--- src/rtl/systolic_pkg.sv ---
// -----------------------------------------------------------------------------
// systolic_pkg
// Shared constants and types for the systolic array output path.
//   PSUM_W : width of one partial-sum lane
//   DATA_W : width of the array's input operands
//   psum_t : one partial-sum lane
// -----------------------------------------------------------------------------
package systolic_pkg;

    localparam int PSUM_W = 32;
    localparam int DATA_W = 9;

    typedef logic [PSUM_W-1:0] psum_t;

endpackage

--- src/rtl/systolic_output_deskew_fifo.sv ---
// -----------------------------------------------------------------------------
// deskew_fifo
// Synchronous FIFO that buffers column-aligned result words.
//
// Ports
//   i_clk, i_rst   : clock, synchronous active-high reset
//   i_push, i_data : write request and word
//   i_ready        : downstream accepts the head word this cycle
//   o_valid        : FIFO holds at least one word
//   o_data         : head word (zero while empty)
//   o_pop          : a word leaves the FIFO this cycle
//   o_drop         : a push arrived while full with no pop; word discarded
//
// A push while full is still accepted when a pop happens in the same cycle,
// because the head slot is freed on that same edge.
// -----------------------------------------------------------------------------
module deskew_fifo #(
    parameter int WIDTH = 96,
    parameter int DEPTH = 4
) (
    input  logic             i_clk,
    input  logic             i_rst,
    input  logic             i_push,
    input  logic [WIDTH-1:0] i_data,
    input  logic             i_ready,
    output logic             o_valid,
    output logic [WIDTH-1:0] o_data,
    output logic             o_pop,
    output logic             o_drop
);

    localparam int AW = (DEPTH > 1) ? $clog2(DEPTH) : 1;
    localparam int CW = AW + 1;
    localparam logic [CW-1:0] FULL_CNT = CW'(DEPTH);

    logic [WIDTH-1:0] r_mem [DEPTH];
    logic [AW-1:0]    r_wr_ptr;
    logic [AW-1:0]    r_rd_ptr;
    logic [CW-1:0]    r_count;

    logic w_empty;
    logic w_full;
    logic w_pop;
    logic w_push_acc;

    assign w_empty    = (r_count == '0);
    assign w_full     = (r_count == FULL_CNT);
    assign w_pop      = !w_empty && i_ready;
    assign w_push_acc = i_push && (!w_full || w_pop);

    // Storage carries no reset; only words behind a valid pointer are visible.
    always_ff @(posedge i_clk) begin
        if (w_push_acc) begin
            r_mem[r_wr_ptr] <= i_data;
        end
    end

    // DEPTH is a power of two, so pointers wrap by natural overflow.
    always_ff @(posedge i_clk) begin
        if (i_rst) begin
            r_wr_ptr <= '0;
            r_rd_ptr <= '0;
            r_count  <= '0;
        end else begin
            if (w_push_acc) begin
                r_wr_ptr <= r_wr_ptr + 1'b1;
            end
            if (w_pop) begin
                r_rd_ptr <= r_rd_ptr + 1'b1;
            end
            case ({w_push_acc, w_pop})
                2'b10:   r_count <= r_count + 1'b1;
                2'b01:   r_count <= r_count - 1'b1;
                default: r_count <= r_count;
            endcase
        end
    end

    assign o_valid = !w_empty;
    assign o_data  = w_empty ? '0 : r_mem[r_rd_ptr];
    assign o_pop   = w_pop;
    assign o_drop  = i_push && w_full && !w_pop;

endmodule

--- src/rtl/systolic_output_deskew.sv ---
// -----------------------------------------------------------------------------
// systolic_output_deskew
// Realigns the skewed partial sums leaving the bottom row of a systolic array
// into whole result words, buffers them in a FIFO and marks tile boundaries.
//
// Ports
//   in_clk, in_rst : clock, synchronous active-high reset
//   in_south       : COL lanes of 32-bit partial sums, lane c at [c*32 +: 32]
//   in_valid       : per-lane valid for in_south
//   out_data       : aligned result word at the FIFO head
//   out_valid      : FIFO head is valid
//   in_ready       : downstream accepts out_data this cycle
//   out_last       : head word is the ROW-th word of its tile
//   out_overflow   : sticky, an aligned word was dropped on a full FIFO
//   out_err        : sticky, aligned lane valids disagreed
//
// Handshake: a word transfers on a cycle where out_valid && in_ready are both
// high; while out_valid is high and in_ready low, out_data holds steady.
//
// Build option: define SYSTOLIC_DESKEW_ERRCHK_EN to include the lane-valid
// consistency check behind out_err; otherwise out_err is constant 0.
// -----------------------------------------------------------------------------
module systolic_output_deskew
    import systolic_pkg::*;
#(
    parameter int ROW   = 9,
    parameter int COL   = 3,
    parameter int DEPTH = 4
) (
    input  logic                  in_clk,
    input  logic                  in_rst,
    input  logic [COL*PSUM_W-1:0] in_south,
    input  logic [COL-1:0]        in_valid,
    output logic [COL*PSUM_W-1:0] out_data,
    output logic                  out_valid,
    input  logic                  in_ready,
    output logic                  out_last,
    output logic                  out_overflow,
    output logic                  out_err
);

    localparam int WORD_W = COL * PSUM_W;
    localparam int RW     = (ROW > 1) ? $clog2(ROW) : 1;
    localparam logic [RW-1:0] ROW_LAST = RW'(ROW - 1);

    psum_t              w_dly_data [COL];
    logic [COL-1:0]     w_dly_valid;
    logic [WORD_W-1:0]  w_aligned_word;
    logic               w_aligned_valid;

    logic               w_fifo_valid;
    logic [WORD_W-1:0]  w_fifo_data;
    logic               w_fifo_pop;
    logic               w_fifo_drop;

    logic [RW-1:0]      r_row;
    logic               r_overflow;

    // Lane c enters the array's bottom row c cycles after lane 0, so it is
    // held back COL-1-c stages to line all lanes up with the last one.
    for (genvar c = 0; c < COL; c++) begin : g_col
        localparam int STAGES = COL - 1 - c;
        if (STAGES == 0) begin : g_pass
            assign w_dly_data[c]  = in_south[c*PSUM_W +: PSUM_W];
            assign w_dly_valid[c] = in_valid[c];
        end else begin : g_skew
            psum_t             r_data [STAGES];
            logic [STAGES-1:0] r_valid;

            always_ff @(posedge in_clk) begin
                if (in_rst) begin
                    for (int i = 0; i < STAGES; i++) begin
                        r_data[i] <= '0;
                    end
                    r_valid <= '0;
                end else begin
                    r_data[0]  <= in_south[c*PSUM_W +: PSUM_W];
                    r_valid[0] <= in_valid[c];
                    for (int i = 1; i < STAGES; i++) begin
                        r_data[i]  <= r_data[i-1];
                        r_valid[i] <= r_valid[i-1];
                    end
                end
            end

            assign w_dly_data[c]  = r_data[STAGES-1];
            assign w_dly_valid[c] = r_valid[STAGES-1];
        end
    end

    always_comb begin
        w_aligned_word = '0;
        for (int c = 0; c < COL; c++) begin
            w_aligned_word[c*PSUM_W +: PSUM_W] = w_dly_data[c];
        end
    end

    // Lane 0 is the slowest path, so its delayed valid qualifies the word.
    assign w_aligned_valid = w_dly_valid[0];

    deskew_fifo #(
        .WIDTH (WORD_W),
        .DEPTH (DEPTH)
    ) u_fifo (
        .i_clk   (in_clk),
        .i_rst   (in_rst),
        .i_push  (w_aligned_valid),
        .i_data  (w_aligned_word),
        .i_ready (in_ready),
        .o_valid (w_fifo_valid),
        .o_data  (w_fifo_data),
        .o_pop   (w_fifo_pop),
        .o_drop  (w_fifo_drop)
    );

    // Row position of the head word within its tile.
    always_ff @(posedge in_clk) begin
        if (in_rst) begin
            r_row <= '0;
        end else if (w_fifo_pop) begin
            r_row <= (r_row == ROW_LAST) ? '0 : r_row + 1'b1;
        end
    end

    always_ff @(posedge in_clk) begin
        if (in_rst) begin
            r_overflow <= 1'b0;
        end else if (w_fifo_drop) begin
            r_overflow <= 1'b1;
        end
    end

    // Outputs are forced quiet while reset is held, before the edge clears state.
    assign out_valid    = w_fifo_valid && !in_rst;
    assign out_data     = in_rst ? '0 : w_fifo_data;
    assign out_last     = out_valid && (r_row == ROW_LAST);
    assign out_overflow = r_overflow;

`ifdef SYSTOLIC_DESKEW_ERRCHK_EN
    logic r_err;
    logic w_valid_mismatch;

    assign w_valid_mismatch = (w_dly_valid != '0) && (w_dly_valid != '1);

    always_ff @(posedge in_clk) begin
        if (in_rst) begin
            r_err <= 1'b0;
        end else if (w_valid_mismatch) begin
            r_err <= 1'b1;
        end
    end

    assign out_err = r_err;
`else
    logic w_unused_valids;
    assign w_unused_valids = ^w_dly_valid;
    assign out_err         = 1'b0;
`endif

endmodule
--- config.mk ---
export PLATFORM = sky130hd
export DESIGN_NAME = systolic_output_deskew
export DESIGN_NICKNAME = d
export VERILOG_FILES = /design/src/rtl/systolic_pkg.sv /design/src/rtl/systolic_output_deskew_fifo.sv /design/src/rtl/systolic_output_deskew.sv
export SDC_FILE = /design/constraint.sdc
export NUM_CORES = 1
export LEC_CHECK = 0
export CAP_MARGIN = 5
export CORE_AREA = 5 5 206 208
export DETAILED_ROUTE_END_ITERATION = 6
export DIE_AREA = 0 0 211 213
export HOLD_SLACK_MARGIN = 0.06
export PLACE_DENSITY = 0.65
export SLEW_MARGIN = 25
export SYNTH_ARGS = -nofsm -noshare
export SYNTH_HDL_FRONTEND = slang
export SYNTH_SLANG_ARGS = --single-unit
--- constraint.sdc ---
create_clock -name in_clk -period 4.79 [get_ports in_clk]
set_input_delay 0.958 -clock in_clk [delete_from_list [all_inputs] [get_ports in_clk]]
set_output_delay 0.958 -clock in_clk [all_outputs]
set_load 0.05 [all_outputs]
== Yosys cells after proc, flatten, opt, wreduce, memory -nomap -nowiden ==
Memory sizes are Yosys's and may differ from the RTL's. A register that Yosys moved wholly into a read port is not among the register bits.
Cells that the tools add are included.
Word-level totals
  bits in writable memories: 480
  input port bits: 102
  memories: 3
  output and inout port bits: 100
  word-level logic and storage cells: 49
  register bits: 14
Cells by class
  bitwise gates (word level): 2
  $add $sub $neg: 5
  reductions and logical operators: 14
  mux-type cells: 15
  equal/unequal tests: 4
Memories
  u_fifo.r_mem: words 4, bits a word 96, read ports 1, clocked after memory_dff 1, wr ports 1, RTL line systolic_output_deskew_fifo.sv:36  | logic [WIDTH-1:0] r_mem [DEPTH];
  g_col[0].g_skew.r_data: words 2, bits a word 32, read ports 2, clocked after memory_dff 0, wr ports 2, RTL line systolic_output_deskew.sv:67  | psum_t r_data [STAGES];
  g_col[1].g_skew.r_data: words 1, bits a word 32, read ports 1, clocked after memory_dff 0, wr ports 1, RTL line systolic_output_deskew.sv:67
Operators with widths (count)
  96-bit 2-to-1 mux: 2
  32-bit 2-to-1 mux: 3
  32-bit OR reduction: 1
  1-bit logical AND: 6
  1-bit 2-to-1 mux: 6
  3-bit one-hot mux with 2 select lines: 1
  2-bit by 1-bit adder with 2-bit output, second input constant: 2
  4-bit by 1-bit adder with 4-bit output, second input constant: 1
  4-bit == test, second input constant: 1
  1-bit logical NOT: 4
  2-bit 2-to-1 mux: 2
  4-bit 2-to-1 mux: 1
  3-bit by 1-bit adder with 3-bit output, second input constant: 1
  3-bit == test, second input constant: 1
  3-bit logical NOT: 1
  3-bit by 1-bit subtractor with 3-bit output, second input constant: 1
  2-bit by 1-bit == test with 1-bit output, second input constant: 1
  2-bit == test, second input constant: 1
  1-bit bitwise OR: 2
  2-bit nonzero test: 1
  1-bit logical OR: 1

== Longest topological paths before layout ==
  depth after elaboration: 7
  depth in mapped cells: 10
  mapped depth without buffers: 9

== By module ==
A second synthesis with hierarchy kept.
Second synthesis, totals
  cell total of the unflattened synthesis: 1025
  area total of the unflattened synthesis: 18607.8 µm²
Modules (own cells, without submodules)
  deskew_fifo: cells an instance 680, area each 15074.5 µm², sequential area each 11711.2 µm², instances 1
  systolic_output_deskew: cells an instance 345, area each 3533.4 µm², sequential area each 2062.0 µm², instances 1

== Least setup slack after synthesis ==
Ideal clock, no wire load.
  kind: input to register
  start point: input in_ready
  end point: memory u_fifo.r_mem[0][0] (enable)
  stages: 2
  setup time: 466 ps
  data arrival time: 3407 ps
  buffers on the path: 0
  data required time: 4324 ps
  path slack: 917 ps
  path through: or4b_1 > and3_1
Between the ends
  cells in the longest elaborated chain, start to end: 5
RTL lines
  start: declaration: RTL line systolic_output_deskew.sv:36  | input logic in_ready,
  1-bit logical AND: RTL line systolic_output_deskew_fifo.sv:48  | assign w_pop = !w_empty && i_ready;
  1-bit logical OR: RTL line systolic_output_deskew_fifo.sv:49  | assign w_push_acc = i_push && (!w_full || w_pop);
  1-bit logical AND: RTL line systolic_output_deskew_fifo.sv:49
  1-bit 2-to-1 mux: RTL line systolic_output_deskew_fifo.sv:53  | if (w_push_acc) begin
  1-bit 2-to-1 mux (not written as such): RTL line systolic_output_deskew_fifo.sv:54  | r_mem[r_wr_ptr] <= i_data;
  end: declaration: RTL line systolic_output_deskew_fifo.sv:36
Every way passes these cells.

==> impl_metrics.env <==
export IMPL_routed_wl_mm=33.27
export IMPL_ant_nets=0
export IMPL_drive_above_1_share_pct=20.75
export IMPL_start_util_pct=44.22
export IMPL_insertion_delay_ns=0.57
export IMPL_core_sq_mm=0.04037
export IMPL_maxCapViolations=0
export IMPL_cts_resized=0
export IMPL_wl_per_cell_um=19.53
export IMPL_cts_tree="yes"
export IMPL_period_needed_ns=3.966
export IMPL_timing_critical_path_buf_inv=2
export IMPL_drc=0
export IMPL_relSlewSlack_pct=40.64
export IMPL_cp_top_family="buffers and inverters"
export IMPL_die_x_um=211
export IMPL_synthArstFlopShare_pct=0
export IMPL_path_cells="buf_4 -> mux4_2 -> and2_1 -> clkdlybuf4s50_1"
export IMPL_synthToLayoutAreaGrowth_pct=23.96
export IMPL_ctsHoldBuffers=0
export IMPL_cellPowerDensity_mw_per_mm2=485.0
export IMPL_outcome="complete, no violations"
export IMPL_clockRootBuffer="clkbuf_16"
export IMPL_ir_drop_uv=385.7
export IMPL_avgSynthCellArea_sq_um=19.79
export IMPL_netlist_area_sq_mm=0.01785
export IMPL_met2_usage_pct=24.20
export IMPL_portBuffers=198
export IMPL_yosysSeqAreaShare_pct=77.15
export IMPL_ys_flop_type="edfxtp_1"
export IMPL_postCtsSetupRepairBufs=0
export IMPL_grt_busiest_layer="met2"
export IMPL_die_height_um=213
export IMPL_drt_iter0_drc=380
export IMPL_syn_inst=902
export IMPL_netlist_cell_type_count=33
export IMPL_clock_sinks=496
export IMPL_clk_pin_slew_ns=0.06
export IMPL_fin_nets=1240
export IMPL_finalSetupViolCount=0
export IMPL_cts_buffers=50
export IMPL_cp_end_kind="output port"
export IMPL_crit_type="reg -> out"
export IMPL_synth_edff_count=384
export IMPL_synth_seq_cells=496
export IMPL_ys_warn_count=0
export IMPL_layout_common_cells="edfxtp_1 (384), clkdlybuf4s50_1 (159), dfxtp_1 (110)"
export IMPL_ioPinCount=202
export IMPL_drt_first_pass_iters=4
export IMPL_slowest_stage="clkdlybuf4s50_1"
export IMPL_n_antenna_cell=0
export IMPL_use_met3_pct=3.188
export IMPL_design_area_sq_mm=0.02213
export IMPL_grt_usage_pct=14.81
export IMPL_dp_hpwl_mm=19.86
export IMPL_grt_pass1_wl_mm=51.02
export IMPL_fin_crit_sh_pct=82.80
export IMPL_hp_class="reg -> reg"
export IMPL_max_stage_delay_ns=0.70
export IMPL_gp_congestion=0.6756
export IMPL_gr_usage_met1_pct=20.30
export IMPL_vias=8463
export IMPL_rows=74
export IMPL_final_common_cell="edfxtp_1"
export IMPL_cts_htree_levels=2
export IMPL_finalHoldViolations=0
export IMPL_cp_start_kind="register"
export IMPL_rsz0062_at_grt="no"
export IMPL_arrival_ns=3.01
export IMPL_clk_path_buf_depth=3
export IMPL_placed_area_sq_mm=0.02044
export IMPL_worstPathMaxFanout=20
export IMPL_nFillCells=3174
export IMPL_grt_pass1_vias=8945
export IMPL_drv_slew=0
export IMPL_fin_tns_setup_ns=0
export IMPL_finClkSkew_ns=0.02506
export IMPL_cp_data_required_time_ns=3.83
export IMPL_dieArea_sq_mm=0.04494
export IMPL_syn_nets=1012
export IMPL_via_per_inst=4.969
export IMPL_grt_start_max_net_pins=84
export IMPL_grt_overflow=0
export IMPL_clock_fmax_mhz=252.1
export IMPL_leakage_uw=0.007373
export IMPL_antenna_found_initial=1
export IMPL_tightest_slew_ns=0.8903
==> Yosys cell counts, types with 2 or more instances <==
master | n | area, sq um
buf_6 | 5 | 56.30
dfxtp_1 | 112 | 2242
and3_1 | 4 | 25.02
or4b_1 | 2 | 20.02
mux4_2 | 96 | 2162
nand2_1 | 2 | 7.510
nor2_1 | 9 | 33.78
o21ai_0 | 5 | 25.02
inv_1 | 12 | 45.04
and2_1 | 96 | 600.6
buf_2 | 13 | 65.06
ha_1 | 7 | 87.58
nand3_1 | 3 | 15.01
edfxtp_1 | 384 | 11530
nand2b_1 | 2 | 12.51
clkbuf_1 | 26 | 97.59
xor2_1 | 4 | 35.03
nor2b_1 | 98 | 613.1
a21oi_1 | 8 | 40.04
==> logic make-up (layout without fill, tap and decap cells) <==
logic type / Yosys count / count (layout) / synth area share (%)
xor gates and xnor gates: 4 / 4 / 0.1962
buffers and inverters: 58 / 327 / 1.633
and+or+nand+nor: 222 / 222 / 7.689
muxes: 97 / 97 / 12.17
other: 1 / 1 / 0.02101
adders and majority gates: 8 / 8 / 0.6027
DFF: 496 / 496 / 77.15
AOI/OAI and AO/OA: 16 / 16 / 0.5397
==> report_power, final <==
group          leakage (uW)  internal [uW]  switching, uW
clock              0.000820           2380           1540
sequential          0.00445           4730           97.1
combinational       0.00211            840           1150
total               0.00737           7950           2790
==> sequential cells by signal, indices dropped and copies added, names as in the netlist, named ones only <==
register              cells
u_fifo.r_count            3
g_col.g_skew.r_data      96
g_col.g_skew.r_valid      2
u_fifo.r_wr_ptr           2
u_fifo.r_rd_ptr           2
u_fifo.r_mem            384
out_overflow              1
r_row                     4
==> through the flow <==
stage / worst slack, ns / hold WS (ns) / power [uW] / cells / util [%]
detailed placement: 1.040 / 0.4237 / 6947 / 1610 / 50.64
finish: 0.8236 / 0.4344 / 10730 / 1703 / 54.82
floorplan: 0.9168 / 0.4138 / 6318 / 902 / -
global route: 0.6451 / 0.4502 / 11180 / 1703 / 54.82
global placement: 1.036 / 0.4160 / 6931 / 1610 / 50.64
CTS: 0.6972 / 0.4368 / 10900 / 1703 / 54.82
==> area by class of cell <==
| class | instances | area [sq um] | share of cell area, % |
|---|---|---|---|
| clock inverters | 29 | 331.6 | 1.498 |
| well taps | 532 | 665.6 | 3.008 |
| repair buffers | 222 | 2140 | 9.668 |
| inverters | 12 | 45.04 | 0.2035 |
| clock buffers | 64 | 1355 | 6.123 |
| multi-input cells | 348 | 3812 | 17.23 |
| flip-flops and latches | 496 | 13780 | 62.27 |
==> worst register-to-register path, stage by stage (launching register included) <==
cell	delay (ns)
dfxtp_1	0.39
nor4b_1	0.59
nor2_1	0.09
inv_1	0.08
ha_1	0.18
inv_1	0.06
fa_1	0.37
xor2_1	0.17
or3_1	0.30
a21oi_1	0.13
==> layer usage <==
metal	routed length [um]	up-vias
li1	-	3891
met2	16160	185
met1	14830	4342
met5	12	-
met3	1621	43
met4	649	2
==> worst paths after layout <==
path | from | end | slack, ns | cells after the start
setup / recovery | register | out_data[62] | 0.82 | 4
hold / removal | g_col[0].g_skew.r_data[0][16] | g_col[0].g_skew.r_data[0][48] | 0.43 | 1
setup reg to reg | u_fifo.r_count[0] | u_fifo.r_count[2] | 2.35 | 9
hold reg to reg | g_col[0].g_skew.r_data[0][16] | g_col[0].g_skew.r_data[0][48] | 0.43 | 1
Note: power is estimated with default switching activity, not from simulation.
